[config.mk]
export PLATFORM = sky130hd
export DESIGN_NAME = dma_channel_scheduler
export DESIGN_NICKNAME = d
export VERILOG_FILES = /design/src/rtl/dma_channel_scheduler.sv
export SDC_FILE = /design/constraint.sdc
export NUM_CORES = 1
export LEC_CHECK = 0
export CAP_MARGIN = 40
export CELL_PAD_IN_SITES_DETAIL_PLACEMENT = 1
export CELL_PAD_IN_SITES_GLOBAL_PLACEMENT = 2
export CORE_UTILIZATION = 16
export CTS_BUF_LIST = sky130_fd_sc_hd__clkbuf_16
export DETAILED_ROUTE_END_ITERATION = 7
export GPL_ROUTABILITY_DRIVEN = 0
export PLACE_DENSITY = 0.8
export SLEW_MARGIN = 30
export SYNTH_ARGS = -nofsm -noshare
export SYNTH_HDL_FRONTEND = slang
export SYNTH_SLANG_ARGS = --single-unit
[constraint.sdc]
create_clock -name iClk -period 1.7 [get_ports iClk]
set_input_delay 0.17 -clock iClk [delete_from_list [all_inputs] [get_ports iClk]]
set_output_delay 0.17 -clock iClk [all_outputs]
set_load 0.005 [all_outputs]
[src/rtl/dma_channel_scheduler.sv]
// dma_channel_scheduler: round-robin owner selection for a single DMA engine
// shared by NUM_CH requesting channels. The granted channel's descriptor is
// latched and presented to the engine. Start is held until the write master
// reports done, and completion is then returned to the owning channel.
// Optional feature macro: DMA_SCHED_TIMEOUT_EN. When it is defined, a watchdog
// aborts a RUN phase that lasts TIMEOUT_CYCLES cycles.
module dma_channel_scheduler #(
    parameter int NUM_CH         = 4,
    parameter int CH_W           = 2,
    parameter int TIMEOUT_CYCLES = 65535
) (
    input  logic                iClk,
    input  logic                iReset,
    input  logic [NUM_CH-1:0]   iReq,
    input  logic [32*NUM_CH-1:0] iSrc,
    input  logic [32*NUM_CH-1:0] iDst,
    input  logic [32*NUM_CH-1:0] iLen,
    output logic [NUM_CH-1:0]   oAck,
    output logic [NUM_CH-1:0]   oDone,
    output logic [NUM_CH-1:0]   oTimeout,
    output logic                oBusy,
    output logic [CH_W-1:0]     oGrant,
    output logic [31:0]         oRM_startaddress,
    output logic [31:0]         oWM_startaddress,
    output logic [31:0]         oLength,
    output logic                oStart,
    input  logic                iWM_done
);

    typedef enum logic [1:0] {IDLE, LAUNCH, RUN, COMPLETE} state_t;

    state_t            state_q;
    state_t            state_d;
    logic [CH_W-1:0]   last_q;
    logic [CH_W-1:0]   grant_q;
    logic [31:0]       src_q;
    logic [31:0]       dst_q;
    logic [31:0]       len_q;
    logic [31:0]       src_a [NUM_CH];
    logic [31:0]       dst_a [NUM_CH];
    logic [31:0]       len_a [NUM_CH];
    logic              pick_vld;
    logic [CH_W-1:0]   pick_idx;
    logic [CH_W-1:0]   cand;
    logic [NUM_CH-1:0] grant_oh;
    logic              wd_hit;

    // Unpack the flat descriptor buses into per-channel words
    always_comb begin
        for (int k = 0; k < NUM_CH; k++) begin
            src_a[k] = iSrc[32*k +: 32];
            dst_a[k] = iDst[32*k +: 32];
            len_a[k] = iLen[32*k +: 32];
        end
    end

    // Round-robin pick: the nearest requester after last wins (descending scan so the smallest offset lands last)
    always_comb begin
        pick_vld = 1'b0;
        pick_idx = '0;
        cand     = '0;
        for (int i = NUM_CH; i >= 1; i--) begin
            cand = CH_W'((int'(last_q) + i) % NUM_CH);
            if (iReq[cand]) begin
                pick_vld = 1'b1;
                pick_idx = cand;
            end
        end
    end

    // One-hot form of the current owner, used by every per-channel pulse
    always_comb begin
        grant_oh          = '0;
        grant_oh[grant_q] = 1'b1;
    end

`ifdef DMA_SCHED_TIMEOUT_EN
    logic [31:0]       wd_cnt_q;
    logic [NUM_CH-1:0] to_q;

    assign wd_hit   = (wd_cnt_q == 32'(TIMEOUT_CYCLES - 1));
    assign oTimeout = to_q;

    // Watchdog: count RUN cycles and pulse the owner's timeout on abort (a done in the same cycle wins)
    always_ff @(posedge iClk) begin
        if (iReset) begin
            wd_cnt_q <= '0;
            to_q     <= '0;
        end else begin
            to_q <= '0;
            if (state_q == LAUNCH) begin
                wd_cnt_q <= '0;
            end else if (state_q == RUN) begin
                wd_cnt_q <= wd_cnt_q + 32'd1;
                if (!iWM_done && wd_hit) begin
                    to_q <= grant_oh;
                end
            end
        end
    end
`else
    logic unused_timeout_cfg;

    assign unused_timeout_cfg = (TIMEOUT_CYCLES > 0);
    assign wd_hit             = 1'b0;
    assign oTimeout           = '0;
`endif

    // Next-state logic; a zero length skips the engine and goes straight to completion
    always_comb begin
        state_d = state_q;
        case (state_q)
            IDLE:     if (pick_vld) state_d = LAUNCH;
            LAUNCH:   state_d = (len_q == '0) ? COMPLETE : RUN;
            RUN: begin
                if (iWM_done)    state_d = COMPLETE;
                else if (wd_hit) state_d = IDLE;
            end
            COMPLETE: state_d = IDLE;
            default:  state_d = IDLE;
        endcase
    end

    // State, owner, round-robin pointer and descriptor latches
    always_ff @(posedge iClk) begin
        if (iReset) begin
            state_q <= IDLE;
            last_q  <= CH_W'(NUM_CH - 1);
            grant_q <= '0;
            src_q   <= '0;
            dst_q   <= '0;
            len_q   <= '0;
        end else begin
            state_q <= state_d;
            if (state_q == IDLE && pick_vld) begin
                grant_q <= pick_idx;
                src_q   <= src_a[pick_idx];
                dst_q   <= dst_a[pick_idx];
                len_q   <= len_a[pick_idx];
            end
            if (state_q == COMPLETE || (state_q == RUN && !iWM_done && wd_hit)) begin
                last_q <= grant_q;
            end
        end
    end

    // Handshake pulses and the engine go-level decode directly from the state
    assign oAck             = (state_q == LAUNCH)   ? grant_oh : '0;
    assign oDone            = (state_q == COMPLETE) ? grant_oh : '0;
    assign oStart           = (state_q == RUN);
    assign oBusy            = (state_q != IDLE);
    assign oGrant           = grant_q;
    assign oRM_startaddress = src_q;
    assign oWM_startaddress = dst_q;
    assign oLength          = len_q;

endmodule

Word level (Yosys, flattened, before mapping)

Cells that the tools add are included.

Register bits: 102
Latch bits: 0
Memory bits (writable): 0
Bits in read-only memories: 0
Input port bits: 391
Word-level logic and storage cells: 62
Memories kept: 0

Add/sub/neg operators: 4
Multipliers: 0
Div/mod/pow operators: 0
$lt $le $gt $ge: 7
Eq/ne operators: 5
Shifts and indexed selects: 0
Muxes and demuxes: 33
Bitwise gates (word level): 1
Reductions and logical operators: 6

Operators by type and width:

| cell                | count |
|---|---|
| $bmux 32 s2         | 3 |
| $mux 32             | 6 |
| $logic_not 32->1    | 1 |
| $lt 2x3->1 const B  | 5 |
| $mux 2              | 6 |
| $mux 1              | 10 |
| $bmux 1 s2          | 4 |
| $mux 4              | 2 |
| $pmux 2 s4          | 1 |
| $add 2x1->2 const B | 2 |
| $add 2x2->2 const B | 2 |
| $eq 2x2->1 const B  | 2 |
| $ge 3x3->1 const B  | 1 |
| $not 2->3           | 1 |
| $demux 1 s2         | 1 |
| $eq 2x1->1 const B  | 1 |
| $ge 2x1->1 const B  | 1 |
| $logic_and 1x1->1   | 2 |
| $logic_not 2->1     | 1 |
| $ne 2x1->1 const B  | 1 |
| $ne 2x2->1 const B  | 1 |
| $reduce_and 2->1    | 1 |
| $reduce_bool 2->1   | 1 |

Depth between registers and ports, before layout

Word-level depth: 11
Depth in mapped cells: 9

Least setup slack after synthesis

Ideal clock, no wire load.

Path kind: register to register
Start point: register last_q[0]
End point: register len_q[0], in the netlist oLength[0]
Setup time: 0.129 ns
Arrival: 1.636 ns
Required time: 1.571 ns
Path slack: -0.065 ns
Stages on the path, launching flop included: 8
Path buffers: 2
Period minus slack after synthesis: 1.765 ns
Path through: dfxtp_1 -> clkinv_1 -> a22o_1 -> a211oi_4 -> buf_8 -> buf_6 -> mux2i_1 -> o221ai_2

Longest elaborated chain between the ends: 11
Elaborated cells between the ends (all ways): 25

RTL lines:

| element                                     | line | text |
|---|---|---|
| from (decl)                                 | 34   | `logic [CH_W-1:0] last_q;` |
| from (signal assigned)                      | 128  | `last_q <= CH_W'(NUM_CH - 1);` |
| from (signal assigned)                      | 142  | `last_q <= grant_q;` |
| $add 2x1->2                                 | 63   | `cand = CH_W'((int'(last_q) + i) % NUM_CH);` |
| $bmux 1 s2                                  | 64   | `if (iReq[cand]) begin` |
| $mux 1 (implied by the code)                | 64   |  |
| $mux 2 (4 in series)                        | 64   |  |
| $not 2->3 (implied by the code)             | 139  | `len_q <= len_a[pick_idx];` |
| $bmux 32 s2                                 | 139  |  |
| $mux 32 (implied by the code) (2 in series) | 139  |  |
| to (signal assigned)                        | 139  |  |
| to (decl)                                   | 38   | `logic [31:0] len_q;` |

Parallel ways exist; a longest one is shown, timed or not. The select of a mux whose other input is x is not followed.
A chain may end at the register's enable or synchronous reset.

Worst setup path in the final report

Start point: input iReq[0]
End point: register len_q[10], in the netlist oLength[10]

Longest elaborated chain between the ends: 10
Elaborated cells between the ends (all ways): 21

RTL lines:

| element                                     | line | text |
|---|---|---|
| from (decl)                                 | 14   | `input logic [NUM_CH-1:0] iReq,` |
| $bmux 1 s2                                  | 64   |  |
| $mux 1 (implied by the code)                | 64   |  |
| $mux 2 (4 in series)                        | 64   |  |
| $not 2->3 (implied by the code)             | 139  |  |
| $bmux 32 s2                                 | 139  |  |
| $mux 32 (implied by the code) (2 in series) | 139  |  |

Parallel ways exist; a longest one is shown, timed or not. The select of a mux whose other input is x is not followed.

==> flow_summary.toml <==
[outcome]
status = "finished, violations left"
violations = "setup timing"

[cells_and_area]
fill_cells = 4326
area.growth.synth_to_final_pct = 114
design_area_mm2 = 0.0136
layout.nets = 1550
final_layout_size_suffix_gt1_share_pct = 20.9

[global_routing]
grtUsageTotal_pct = 15.7
grt_pass1_wl_um = 48200
grt-ovfl-total = 0
grt_max_degree = 28
antenna_found_initial = 1
grt_pass1_vias = 7924

[power]
power.internal_mw = 9.76
seq_power_share_pct = 26.7
p_clk_share_pct = 14.7
power_density_mw_per_mm2 = 1110
comb_power_share_pct = 58.6
p_sw_mw = 5.31
finalPower_mw = 15.1
switching_share_pct = 35.2
leakage_nw = 5.29
peakVddDrop_mv = 0.495

[die]
die_area_mm2 = 0.0404
initial_core_util_pct = 16.3
rows = 72
die_h_um = 201
io_pins = 503
dieWidth_um = 201
core_area_mm2 = 0.0388

[sta]
finalCriticalPeriod_ps = 1890
finalMaxSlewViolations = 0
finClkSkew_ps = 5.81
fin_ws_ps = -191
finalSetupViolCount = 96
fmax_mhz = 529
fin_crit_sh_pct = 111
rsz0062_at_grt = "true"
hold_viol_final = 0

[critical_path]
crit_slowest_cell = "clkdlybuf4s50_1"
path_cells = "clkdlybuf4s50_1, inv_2, a22o_1, a211oi_4, buf_6, buf_12, buf_12, mux2i_1, o221ai_2"
start_kind = "primary input"
cp-end-kind = "flop"
crit_fanout = 9
crit_required_ps = 1960
crit_type = "primary input to flop"
cp_common_cell = "buf_12"
cp_data_arrival_time_ps = 2150
slowest_delay_ps = 530

[worst_hold_path]
hp-class = "primary input to flop"

[route]
wl_met3_um = 2400
wl_um = 34200
drt_first_pass_iters = 4
wl_met2_um = 17900
drc_errors = 0
ant_nets = 0
drt_iter0_markers = 183
highest_layer = "met4"
viasPerCell = 4.29
wl_per_cell_um = 20.4
wl_met1_um = 13200
vias = 7193

[synthesis]
yosysSeqAreaShare_pct = 32.2
synthDistinctLibCells = 39
ys_ff_latch = 102
syn-cell-area_mm2 = 0.00634
ys_warn_count = 0
synth_edf_count = 0
syn_avg_cell_area_um2 = 10.3
syn_inst = 613
async_reset_ff_share_pct = 0
synth_flop_cell = "dfxtp_1"

[placement]
place_area_mm2 = 0.0122
dp_slack_ps = -657
numPortBuffers = 498
dpl.hpwl_um = 25300

[clocking]
cts.htree.levels = 3
clk_pin_slew_worst_paths_ps = 70
clkLatencyLatePin_ps = 380
cts_tree = "done"
cts_root_buffer = "clkbuf_16"
cts_max_path_buffers = 2
hold_buffers = 0
cts_buffers = 9
clock_sinks = 102

[flow_run]
maxCapViolations = 0
## layer usage
metal | track usage, % | up-vias
li1 | - | 3415
met1 | 17.1 | 3454
met2 | 28.8 | 298
met3 | 5.13 | 26
met4 | 4.39 | 0
met5 | 0 | -
## what timing repair did
action,4_1_cts,5_1_grt
hold endpoints to repair,0,0
setup buffers,6,3
cloned,4,15
gates resized for setup,87,78
pin swaps,5,16
setup endpoints to repair,109,105
## kinds of logic (layout without fill, tap and decap cells)
logic type | count (synthesis) | count (layout) | synth area share (%)
compound gates | 109 | 109 | 18.7
fa+ha+maj | 5 | 5 | 0.987
buf+inv | 66 | 609 | 8.27
flops | 102 | 102 | 32.2
mux | 193 | 193 | 30.5
other cells | 1 | 5 | 0.0592
simple gates | 137 | 137 | 9.26
## state kept, by name, indices dropped and copies added (netlist names)
signal            count
state_q               2
oGrant                2
last_q                2
oWM_startaddress     32
oRM_startaddress     32
oLength              32
## critical path, delay by kind of cell
kind | cells | cell delay [ps]
mux | 1 | 300
compound gates | 3 | 600
buf+inv | 5 | 1070
## path summary, 6_finish.rpt
kind / from / to / slack (ps) / cells after the start
max: iReq[0] / oLength[10]$_SDFFE_PP0P_ / -190 / 9
min: iLen[111] / oLength[15]$_SDFFE_PP0P_ / 460 / 3
max reg2reg: last_q[0]$_SDFFE_PP1P_ / oLength[10]$_SDFFE_PP0P_ / -180 / 8
min reg2reg: oRM_startaddress[10]$_SDFFE_PP0P_ / oRM_startaddress[10]$_SDFFE_PP0P_ / 460 / 2
## metrics by stage
stage | setup TNS, ps | std cells | hold WS [ps] | utilization, %
floorplan | 0 | 616 | 367 | -
global placement | -54360 | 1635 | 444 | 31.5
detailed placement | -56110 | 1635 | 453 | 31.5
CTS | -14290 | 1661 | 432 | 33.3
global route | -18200 | 1677 | 447 | 35.0
finish | -11100 | 1678 | 461 | 35.0
## area by class of cell
| type | count | area [um2] | share of cell area (%) |
|---|---|---|---|
| Timing Repair Buffer | 586 | 6270 | 46.2 |
| Sequential cell | 102 | 2050 | 15.1 |
| Antenna cell | 1 | 2.50 | 0.0184 |
| Clock buffer | 9 | 225 | 1.66 |
| Clock inverter | 7 | 65.1 | 0.479 |
| Multi-Input combinational cell | 448 | 4280 | 31.5 |
| Tap cell | 518 | 648 | 4.78 |
| Inverter | 7 | 28.8 | 0.212 |
## synth_stat cells, drive strengths merged (2+ instances only)
cell / instances / area (um2)
a211oi: 3 / 35.0
a21oi: 6 / 30.0
and3: 2 / 12.5
buf: 35 / 389
clkbuf: 23 / 90.1
dfxtp: 102 / 2040
ha: 5 / 62.6
inv: 6 / 22.5
mux2i: 193 / 1930
nand2: 101 / 379
nand2b: 3 / 18.8
nor2: 12 / 47.6
nor3: 4 / 20.0
nor3b: 2 / 15.0
nor4: 7 / 50.1
o221ai: 96 / 1090
## layout by cell type, fill, tap and decap left out, drive strengths merged, types with 2 or more instances in the layout
cell           Yosys  layout
clkdlybuf4s50      0     488
mux2i            193     193
dfxtp            102     102
nand2            101     101
o221ai            96      96
buf               35      81
clkbuf            23      24
nor2              12      12
nor4               7       7
inv                6       7
a21oi              6       6
ha                 5       5
conb               1       4
clkinv             1       4
nor3               4       4
nand2b             3       3
a211oi             3       3
and3               2       2
clkinvlp           0       2
nor3b              2       2
clkdlybuf4s15      0       2
## power by group through the flow
stage / clock network [mW] / logic, mW / registers (mW)
final: 2.21 / 8.83 / 4.03
after global routing: 2.43 / 9.40 / 4.17
after CTS: 2.36 / 8.25 / 4.03
after detailed placement: 0 / 7.78 / 4.06
after global placement: 0 / 7.70 / 4.03
after floorplan: 0 / 3.32 / 3.97
No activity file was read; power rests on OpenSTA's default activity.
